**src/rtl/decl_check_if.sv**
```systemverilog
// rtl/decl_check_if.sv - character stream in, declaration verdict out
interface decl_check_if #(
  parameter int CNT_W = 8
);
  logic [7:0]       in;
  logic             in_valid;
  logic             out;
  logic             err;
  logic [CNT_W-1:0] count;

  modport master (output in, in_valid, input out, err, count);
  modport slave  (input in, in_valid, output out, err, count);
endinterface

```
**src/rtl/decl_check.sv**
```systemverilog
// rtl/decl_check.sv - recognises "int/char id {, id} ;" declarations in an ASCII stream
module decl_check #(
  parameter int MAX_ID_LEN  = 31,
  parameter int CNT_W       = 8,
  parameter int ENABLE_CHAR = 1
) (
  input  logic        clk,
  input  logic        reset,
  decl_check_if.slave bus
);
  localparam int LEN_W = $clog2(MAX_ID_LEN + 2);
  localparam logic [LEN_W-1:0] LEN_SAT = LEN_W'(MAX_ID_LEN + 1);

  typedef enum logic [2:0] {IDLE, KW, KW_SP, PRE_ID, ID, POST_ID, COMMA, SKIP} state_t;

  state_t                state_q;
  logic                  kw_char_q;
  logic [1:0]            kw_idx_q;
  logic [LEN_W-1:0]      len_q;
  logic [3:0][7:0]       buf_q;
  logic [CNT_W-1:0]      cnt_q;
  logic [CNT_W-1:0]      count_q;
  logic                  out_q;
  logic                  err_q;

  logic [7:0]            c;
  logic                  c_ws, c_alpha, c_digit;
  logic [7:0]            kw_exp;
  logic                  kw_last;
  logic                  is_int_kw, is_char_kw, id_ok;
  logic [LEN_W-1:0]      len_d;
  logic [CNT_W-1:0]      cnt_d;

  assign c       = bus.in;
  assign c_ws    = (c == 8'h20) || (c == 8'h09) || (c == 8'h0A) || (c == 8'h0D);
  assign c_alpha = (c >= "A" && c <= "Z") || (c >= "a" && c <= "z") || (c == "_");
  assign c_digit = (c >= "0" && c <= "9");

  always_comb begin
    kw_exp = 8'h00;
    if (kw_char_q) begin
      case (kw_idx_q)
        2'd0: kw_exp = "c";
        2'd1: kw_exp = "h";
        2'd2: kw_exp = "a";
        default: kw_exp = "r";
      endcase
    end else begin
      case (kw_idx_q)
        2'd0: kw_exp = "i";
        2'd1: kw_exp = "n";
        default: kw_exp = "t";
      endcase
    end
  end
  assign kw_last = kw_char_q ? (kw_idx_q == 2'd3) : (kw_idx_q == 2'd2);

  // Only four characters are buffered; the exact-length gate makes that sufficient.
  assign is_int_kw  = (len_q == LEN_W'(3)) && (buf_q[0] == "i") && (buf_q[1] == "n")
                      && (buf_q[2] == "t");
  assign is_char_kw = (ENABLE_CHAR != 0) && (len_q == LEN_W'(4)) && (buf_q[0] == "c")
                      && (buf_q[1] == "h") && (buf_q[2] == "a") && (buf_q[3] == "r");
  assign id_ok      = (len_q <= LEN_W'(MAX_ID_LEN)) && !is_int_kw && !is_char_kw;
  assign len_d      = (len_q == LEN_SAT) ? len_q : len_q + LEN_W'(1);
  assign cnt_d      = (cnt_q == '1) ? cnt_q : cnt_q + CNT_W'(1);

  always_ff @(posedge clk or posedge reset) begin
    if (reset) begin
      state_q   <= IDLE;
      kw_char_q <= 1'b0;
      kw_idx_q  <= 2'd0;
      len_q     <= '0;
      buf_q     <= '0;
      cnt_q     <= '0;
      count_q   <= '0;
      out_q     <= 1'b0;
      err_q     <= 1'b0;
    end else begin
      out_q <= 1'b0;
      err_q <= 1'b0;
      if (bus.in_valid) begin
        case (state_q)
          IDLE: begin
            cnt_q <= '0;
            if (c == "i") begin
              state_q   <= KW;
              kw_char_q <= 1'b0;
              kw_idx_q  <= 2'd1;
            end else if (c == "c" && ENABLE_CHAR != 0) begin
              state_q   <= KW;
              kw_char_q <= 1'b1;
              kw_idx_q  <= 2'd1;
            end else if (!c_ws && c != ";") begin
              state_q <= SKIP;
            end
          end
          KW: begin
            if (c == kw_exp) begin
              if (kw_last) state_q <= KW_SP;
              else         kw_idx_q <= kw_idx_q + 2'd1;
            end else if (c == ";") begin
              err_q   <= 1'b1;
              state_q <= IDLE;
            end else begin
              state_q <= SKIP;
            end
          end
          KW_SP: begin
            if (c_ws) state_q <= PRE_ID;
            else if (c == ";") begin
              err_q   <= 1'b1;
              state_q <= IDLE;
            end else state_q <= SKIP;
          end
          PRE_ID, COMMA: begin
            if (c_alpha) begin
              state_q <= ID;
              len_q   <= LEN_W'(1);
              buf_q   <= {24'h0, c};
            end else if (c == ";") begin
              err_q   <= 1'b1;
              state_q <= IDLE;
            end else if (!c_ws) begin
              state_q <= SKIP;
            end
          end
          ID: begin
            if (c_alpha || c_digit) begin
              len_q <= len_d;
              if (len_q < LEN_W'(4)) buf_q[len_q[1:0]] <= c;
            end else if (c_ws || c == ",") begin
              if (id_ok) begin
                cnt_q   <= cnt_d;
                state_q <= c_ws ? POST_ID : COMMA;
              end else state_q <= SKIP;
            end else if (c == ";") begin
              state_q <= IDLE;
              if (id_ok) begin
                out_q   <= 1'b1;
                count_q <= cnt_d;
              end else err_q <= 1'b1;
            end else state_q <= SKIP;
          end
          POST_ID: begin
            if (c == ",") state_q <= COMMA;
            else if (c == ";") begin
              out_q   <= 1'b1;
              count_q <= cnt_q;
              state_q <= IDLE;
            end else if (!c_ws) state_q <= SKIP;
          end
          default: begin
            if (c == ";") begin
              err_q   <= 1'b1;
              state_q <= IDLE;
            end
          end
        endcase
      end
    end
  end

  assign bus.out   = out_q;
  assign bus.err   = err_q;
  assign bus.count = count_q;
endmodule
```
**src/flat_wrapper.sv**
```systemverilog
// flat-port wrapper written by rule: the top's interface ports become plain ports
module decl_check_flat 
#(
  parameter int MAX_ID_LEN  = 31,
  parameter int CNT_W       = 8,
  parameter int ENABLE_CHAR = 1
)
  (clk, reset, bus_in, bus_in_valid, bus_out, bus_err, bus_count);
  decl_check_if #(.CNT_W(CNT_W)) bus_i ();
  input  logic clk;
  input  logic reset;
  input wire logic [$bits(bus_i.in)-1:0] bus_in;
  input wire logic [$bits(bus_i.in_valid)-1:0] bus_in_valid;
  output wire logic [$bits(bus_i.out)-1:0] bus_out;
  output wire logic [$bits(bus_i.err)-1:0] bus_err;
  output wire logic [$bits(bus_i.count)-1:0] bus_count;
  assign bus_i.in = bus_in;
  assign bus_i.in_valid = bus_in_valid;
  assign bus_out = bus_i.out;
  assign bus_err = bus_i.err;
  assign bus_count = bus_i.count;
  decl_check #(.MAX_ID_LEN(MAX_ID_LEN), .CNT_W(CNT_W), .ENABLE_CHAR(ENABLE_CHAR)) u_core (.clk(clk), .reset(reset), .bus(bus_i));
endmodule
```
**config.mk**
```make
export PLATFORM = sky130hd
export DESIGN_NAME = decl_check_flat
export DESIGN_NICKNAME = d
export VERILOG_FILES = /design/src/rtl/decl_check_if.sv /design/src/rtl/decl_check.sv /design/src/flat_wrapper.sv
export SDC_FILE = /design/constraint.sdc
export NUM_CORES = 1
export LEC_CHECK = 0
export ABC_AREA = 1
export CAP_MARGIN = 5
export CORE_MARGIN = 10
export CORE_UTILIZATION = 49
export CTS_BUF_LIST = sky130_fd_sc_hd__clkbuf_4 sky130_fd_sc_hd__clkbuf_8 sky130_fd_sc_hd__clkbuf_16
export DETAILED_ROUTE_END_ITERATION = 7
export GPL_TIMING_DRIVEN = 0
export PLACE_DENSITY = 0.71
export SYNTH_ARGS = -nofsm -noshare
export SYNTH_HDL_FRONTEND = slang
export SYNTH_SLANG_ARGS = --single-unit
```
**constraint.sdc**
```tcl
create_clock -name clk -period 2.6 [get_ports clk]
set_input_delay 0.52 -clock clk [delete_from_list [all_inputs] [get_ports clk]]
set_output_delay 0.52 -clock clk [all_outputs]
set_load 0.05 [all_outputs]
```
Yosys cells after proc, flatten, opt, wreduce, memory -nomap -nowiden
Cells that the tools add are included. Widths: inputs -> output; s select.

Bits of input ports: 11. Register bits: 62. Word-level logic and storage cells: 180. Output and inout bits: 10.

Multiplexer cells: 67. $lt $le $gt $ge: 10. $add $sub $neg: 3. Reductions and logical operators: 41. Equal/unequal tests: 47.

Operators by type and width (number): $mux 32 (3); $mux 8 (11); $eq 8x7->1 const B (10); $pmux 32 s2 (1); $mux 3 (15); $bwmux 32 (1); $pmux 8 s2 (2); $reduce_and 5->1 (5); $eq 8x4->1 const B (3); $eq 8x6->1 const B (3); $mux 1 (18); $mux 6 (3); $pmux 3 s6 (1); $demux 8 s2 (1); $ge 8x7->1 const B (2); $le 8x7->1 const B (2); $ne 2x1->1 const B (8); $pmux 5 s3 (1); $logic_and 1x1->1 (14); $pmux 6 s2 (1); $mux 2 (5); $ne 2x2->1 const B (5); $pmux 5 s2 (1); $reduce_bool 2->1 (5); other kinds (34) (47).

Depth between registers and ports, before layout
Word-level depth: 13. Gate-level depth with buffers: 15. Gate-level depth less buffers: 15.

Worst setup path after synthesis
Ideal clock, no wire load.

Kind: input port to flip-flop. Start point: input bus_in[0]. End point: register u_core.buf_q[2] in the netlist's numbering. Library setup time: 0.120 ns. Arrival: 1.799 ns. Setup slack: 0.681 ns. Cell stages on the path: 14. Buffers on the path: 2. Cells stage by stage: buf_4 > nand2_1 > inv_1 > nand2_1 > nand2_1 > nand2_1 > nand2_1 > o21ai_1 > nor2_2 > nor2_4 > nand3_2 > buf_6 > nand2_1 > o21ai_2.

Word-level cells in the longest chain between the ends: 7.

Ends and longest elaborated chain: from (decl) (line flat_wrapper.sv:12) `input wire logic [$bits(bus_i.in)-1:0] bus_in;`; $ge 8x7->1 / $le 8x7->1 (equally long branches) (line decl_check.sv:36) `assign c_alpha = (c >= "A" && c <= "Z") || (c >= "a" && c <= "z") || (c == "_");`; $logic_and 1x1->1 (line decl_check.sv:36); $logic_or 1x1->1 (2 in a row) (line decl_check.sv:36); $logic_or 1x1->1 (line decl_check.sv:128) `if (c_alpha || c_digit) begin`; $ne 2x1->1 (no source line); $reduce_and 5->1 (no source line) *; to (signal assigned) (line decl_check.sv:119) `buf_q <= {24'h0, c};`; to (decl) (line decl_check.sv:20) `logic [3:0][7:0] buf_q;`.

Every way passes the cells marked *; elsewhere a longest branch is shown, timed or not. A chain may end at the register's enable or synchronous reset.

Worst setup path in the final report
Start point: input bus_in[6]. End point: register u_core.buf_q[0] in the netlist's numbering.

The elaborated chain is that of the path after synthesis.

==> results <==
- Summing over every cut layer, the via total after detailed routing is about 3700.
- The combined flip-flop and latch cell area is approximately 1600 um2.
- The overall die area is ~12000 um2.
- After detailed routing, the number of remaining DRC violations is 0.
- The setup skew after layout is 0.0109 ns.
- The post-route antenna net violation count is 0.
- The count of routing violations after the opening detailed-route iteration is 254.
- During synthesis, Yosys emitted a total of 0 warnings.
- The critical-path maximum fanout is 10.
- The clock net in this run drives a total of 62 sinks.
- The worst ir drop on vdd is approximately 430 uV.
- For this design the static power due to leakage is between 2 and 2.5 nW.
- The hold violation total from the final report is 0.
- For this block, the routed nets add up to 9760 um of wire.
- Data on the critical path arrives at its endpoint at about 2.7 ns.
- Sequential cells were found to cover between 30% and 40% of the synthesized design area.
- The sum of net half-perimeters after detailed placement is 7150 um.
- Measured along the y axis, the die boundary spans ~110 um.
- The synthesized design spends more area on one cell type than any other, namely dfrtp_1.
- For the worst-skew pair, the clock arrives at the later sink with an insertion delay of ~0.35 ns.
- The repair_antennas step left the layout with diodes totalling 0.
- Measured along the x axis, the die boundary spans around 110 um.
- In this run the power density over the cells is roughly 900 nW/um2.
- The slew at the pin closest to its max-slew limit is 0.559 ns.
- Clock-pin slew was measured on the worst setup and hold paths at 0.08 ns.
- The global-route wire length before repair is 16900 um.
- The initial core utilization is approximately 51%.
- The final count of pins violating max slew is 0.
- The number of detailed-routing iterations run before antenna repair is 5.
- The number of instances in the synthesized netlist is roughly 560.
- The setup slack on the worst flop-to-flop path is just over 0.4 ns.
- The final RePlAce weighted congestion is 0.924.
- During placement, the flow inserted port buffers numbering 16.
- Dividing the detail-routed via count by the number of cells gives around 5.3.
- The via count of the first global-routing pass is about 3500.
- In this run the critical register-to-register path is captured at u_core.cnt_q[3].
- The path type of the worst min-delay path is input port to flop.
- The filler cells instantiated in the layout total ~800.
- Among all cell types in the netlist, the one instantiated most often is nand2_1.
- After synthesis the netlist holds a flip-flop and latch count of slightly above 60.
- The clock root buffer is clkbuf_8.
- The number of enable flip-flop cells after synthesis is 0.
- Cells fill between 50 and 60% of the core in the end.
- The worst setup path is launched from an input port.
- In this run the biggest area consumer among cell types represents just under 40% of the synthesized area.
- The area of the mapped netlist is 3940 um2.
- The clock passes through at most 2 buffers.
- The minimum period implied by the final worst setup slack is 2.42 ns.
- The synthesized area per cell is between 7 and 8 um2.
- In the final design database the tool counted around 610 nets.
- In the final routed layout, each cell accounts on average for 14.1 um.
- The worst register-to-register path begins at u_core.len_q[1].
- The top flip-flop cell by instance count after synthesis is dfrtp_1.
- The CTS tree is built.
- The worst setup path startpoint is bus_in[6].
- The number of antenna violations at the first check in global routing is 0.
- The commonest cells after synthesis are 183 x nand2_1, 62 x dfrtp_1, 62 x nor2_1.
- The count of H-tree levels built during CTS is 3.
- The cts-stage hold buffer count is 0.
- The upper clock frequency limit is approximately 410 MHz.
- The distinct cell type count after synthesis is 36.
- The synthesized net count is 580.
- The total global routing track utilization is between 15 and 20%.
- The floorplan has 32 rows.
- The timing endpoint of the critical path is u_core.buf_q[0].
- The endpoint class of the critical path is a flop.
- The core area is approximately 7800 um2.
- The flow ran to the end, and the final reports show no timing, DRC or antenna violations.
- After global routing the overflow that remains totals 0.
- The critical setup path kind is input port to flop.
- The number of cells on the worst reg-to-reg path is 11.
- The total power consumption of the routed design is between 3 and 4 mW.
- The number of CTS-inserted buffers is 9.
- The final sum of negative setup slack is 0 ns.
- The layout-stage area growth over the synthesis result is 13.0%.
- The required time of the critical path is 2.84 ns.
- The number of max-capacitance violations reported is 0.
- The I/O pin count is 21.
- By area the synthesized netlist is led by dfrtp_1 39%, nand2_1 17%, nand3_1 7.1%.
- The worst slew slack as a fraction of its limit is 62.7%.
- Setup violations remaining at the end of the flow were counted as 0.
- Setup repair after global routing left no endpoint under its margin.
- The area of combinational cells with multiple inputs is ~2100 um2.
- Of the cells placed in the final design, the portion with a size suffix greater than 1 is approximately a tenth.
- Entering global routing, the biggest net connects 38 pins.
- The worst path uses between 90% and 100% of the clock period.
- Counting flops with an async set or reset pin after synthesis yields a share of 100%.
per-stage QoR:
| step | setup WS, ns | area (um2) | cells | hold WS, ns |
|---|---|---|---|---|
| final | 0.177 | 4450 | 692 | 0.482 |
| after CTS | 0.0624 | 4440 | 691 | 0.470 |
| after floorplan | 0.539 | 3940 | 557 | 0.449 |
| after global placement | -0.601 | 4220 | 675 | 0.462 |
| after detailed placement | -0.318 | 4240 | 676 | 0.467 |
| after global routing | 0.00257 | 4450 | 692 | 0.485 |
what timing repair did:
action | in CTS | in global routing
resized for setup | 0 | 1
buffers inserted | 0 | 1
endpoints found under the setup margin | 0 | 37
placed cells by master, fill, tap and decap left out, types with 2 or more instances in the layout:
master | synthesis | routed
o21ai_0 | 21 | 21
o21ai_2 | 7 | 7
nor2_2 | 2 | 2
nand2_1 | 183 | 183
buf_2 | 6 | 6
or2_2 | 3 | 3
clkbuf_8 | 0 | 10
nor2_1 | 62 | 62
buf_4 | 6 | 7
nand3_1 | 56 | 56
clkbuf_1 | 2 | 2
nand3_2 | 5 | 5
nor3_1 | 6 | 6
clkdlybuf4s50_1 | 0 | 15
mux2i_1 | 2 | 2
inv_2 | 3 | 4
nor2_4 | 2 | 2
o21ai_1 | 13 | 13
ha_1 | 12 | 12
xor2_1 | 10 | 10
a31oi_1 | 3 | 3
inv_1 | 57 | 56
nand4_1 | 8 | 8
dfrtp_1 | 62 | 62
clkinv_2 | 0 | 2
and2_1 | 2 | 2
a21oi_1 | 12 | 12
state kept, by name, summed over array words and instances (netlist names):
register and flops:
u_core.bus.count 8, u_core.len_q 6, u_core.cnt_q 8, u_core.kw_char_q 1
u_core.kw_idx_q 2, u_core.bus.out 1, u_core.state_q 3, u_core.bus.err 1
u_core.buf_q 32
critical path: stages:
cell,delay (ns)
clkdlybuf4s50_1,0.52
inv_1,0.19
nand2_1,0.12
nor2_1,0.15
nand2_1,0.12
o21ai_1,0.21
nor2_2,0.09
nor2_4,0.19
nand3_2,0.19
buf_6,0.22
nand2_1,0.08
o21ai_2,0.05
power by group:
part           internal [mW]  switching [mW]  leakage, nW
sequential              1.18           0.158        0.837
clock                  0.471           0.397       0.0986
combinational          0.585            1.21         1.30
total                   2.23            1.76         2.23
cell families (layout without fill, tap and decap cells):
family	count (synthesis)	count (layout)	synth area share, %
adder cells (fa/ha/maj)	12	12	3.81
XOR/XNOR	11	11	2.45
multiplexers	2	2	0.509
AND/OR/NAND/NOR	334	334	36.8
flip-flops	62	62	39.4
AO/OA/AOI/OAI	60	60	8.84
buffers and inverters	76	109	8.20
worst min-delay path by stage:
stage | endpoint | depth (start not counted) | startpoint | slack, ns
floorplan | u_core.buf_q[27] | 2 | u_core.buf_q[27] | 0.45
detailed placement | u_core.buf_q[29] | 2 | u_core.buf_q[29] | 0.47
global route | u_core.buf_q[11] | 3 | bus_in[3] | 0.49
global placement | u_core.buf_q[24] | 2 | u_core.buf_q[24] | 0.46
finish | u_core.buf_q[25] | 3 | bus_in[1] | 0.48
CTS | u_core.buf_q[25] | 3 | bus_in[1] | 0.47
final cells by class:
| type | instances | area share (%) |
|---|---|---|
| multi-input combinational | 419 | 46.4 |
| sequential | 62 | 34.9 |
| inverter | 61 | 5.15 |
| timing repair buffer | 18 | 4.28 |
| clock buffer | 11 | 3.26 |
| tap | 102 | 2.87 |
| buffer | 15 | 2.11 |
| clock inverter | 4 | 1.07 |
per-layer routing:
layer	share of wire (%)	GRT usage (%)	up-vias	wire (um)
li1	-	-	1821	-
met1	46	23.4	1736	4490
met2	47	27.6	122	4550
met3	5.9	3.86	15	573
met4	1.5	5.20	0	146
met5	0	0	-	0
No activity file was read; power rests on OpenSTA's default activity.
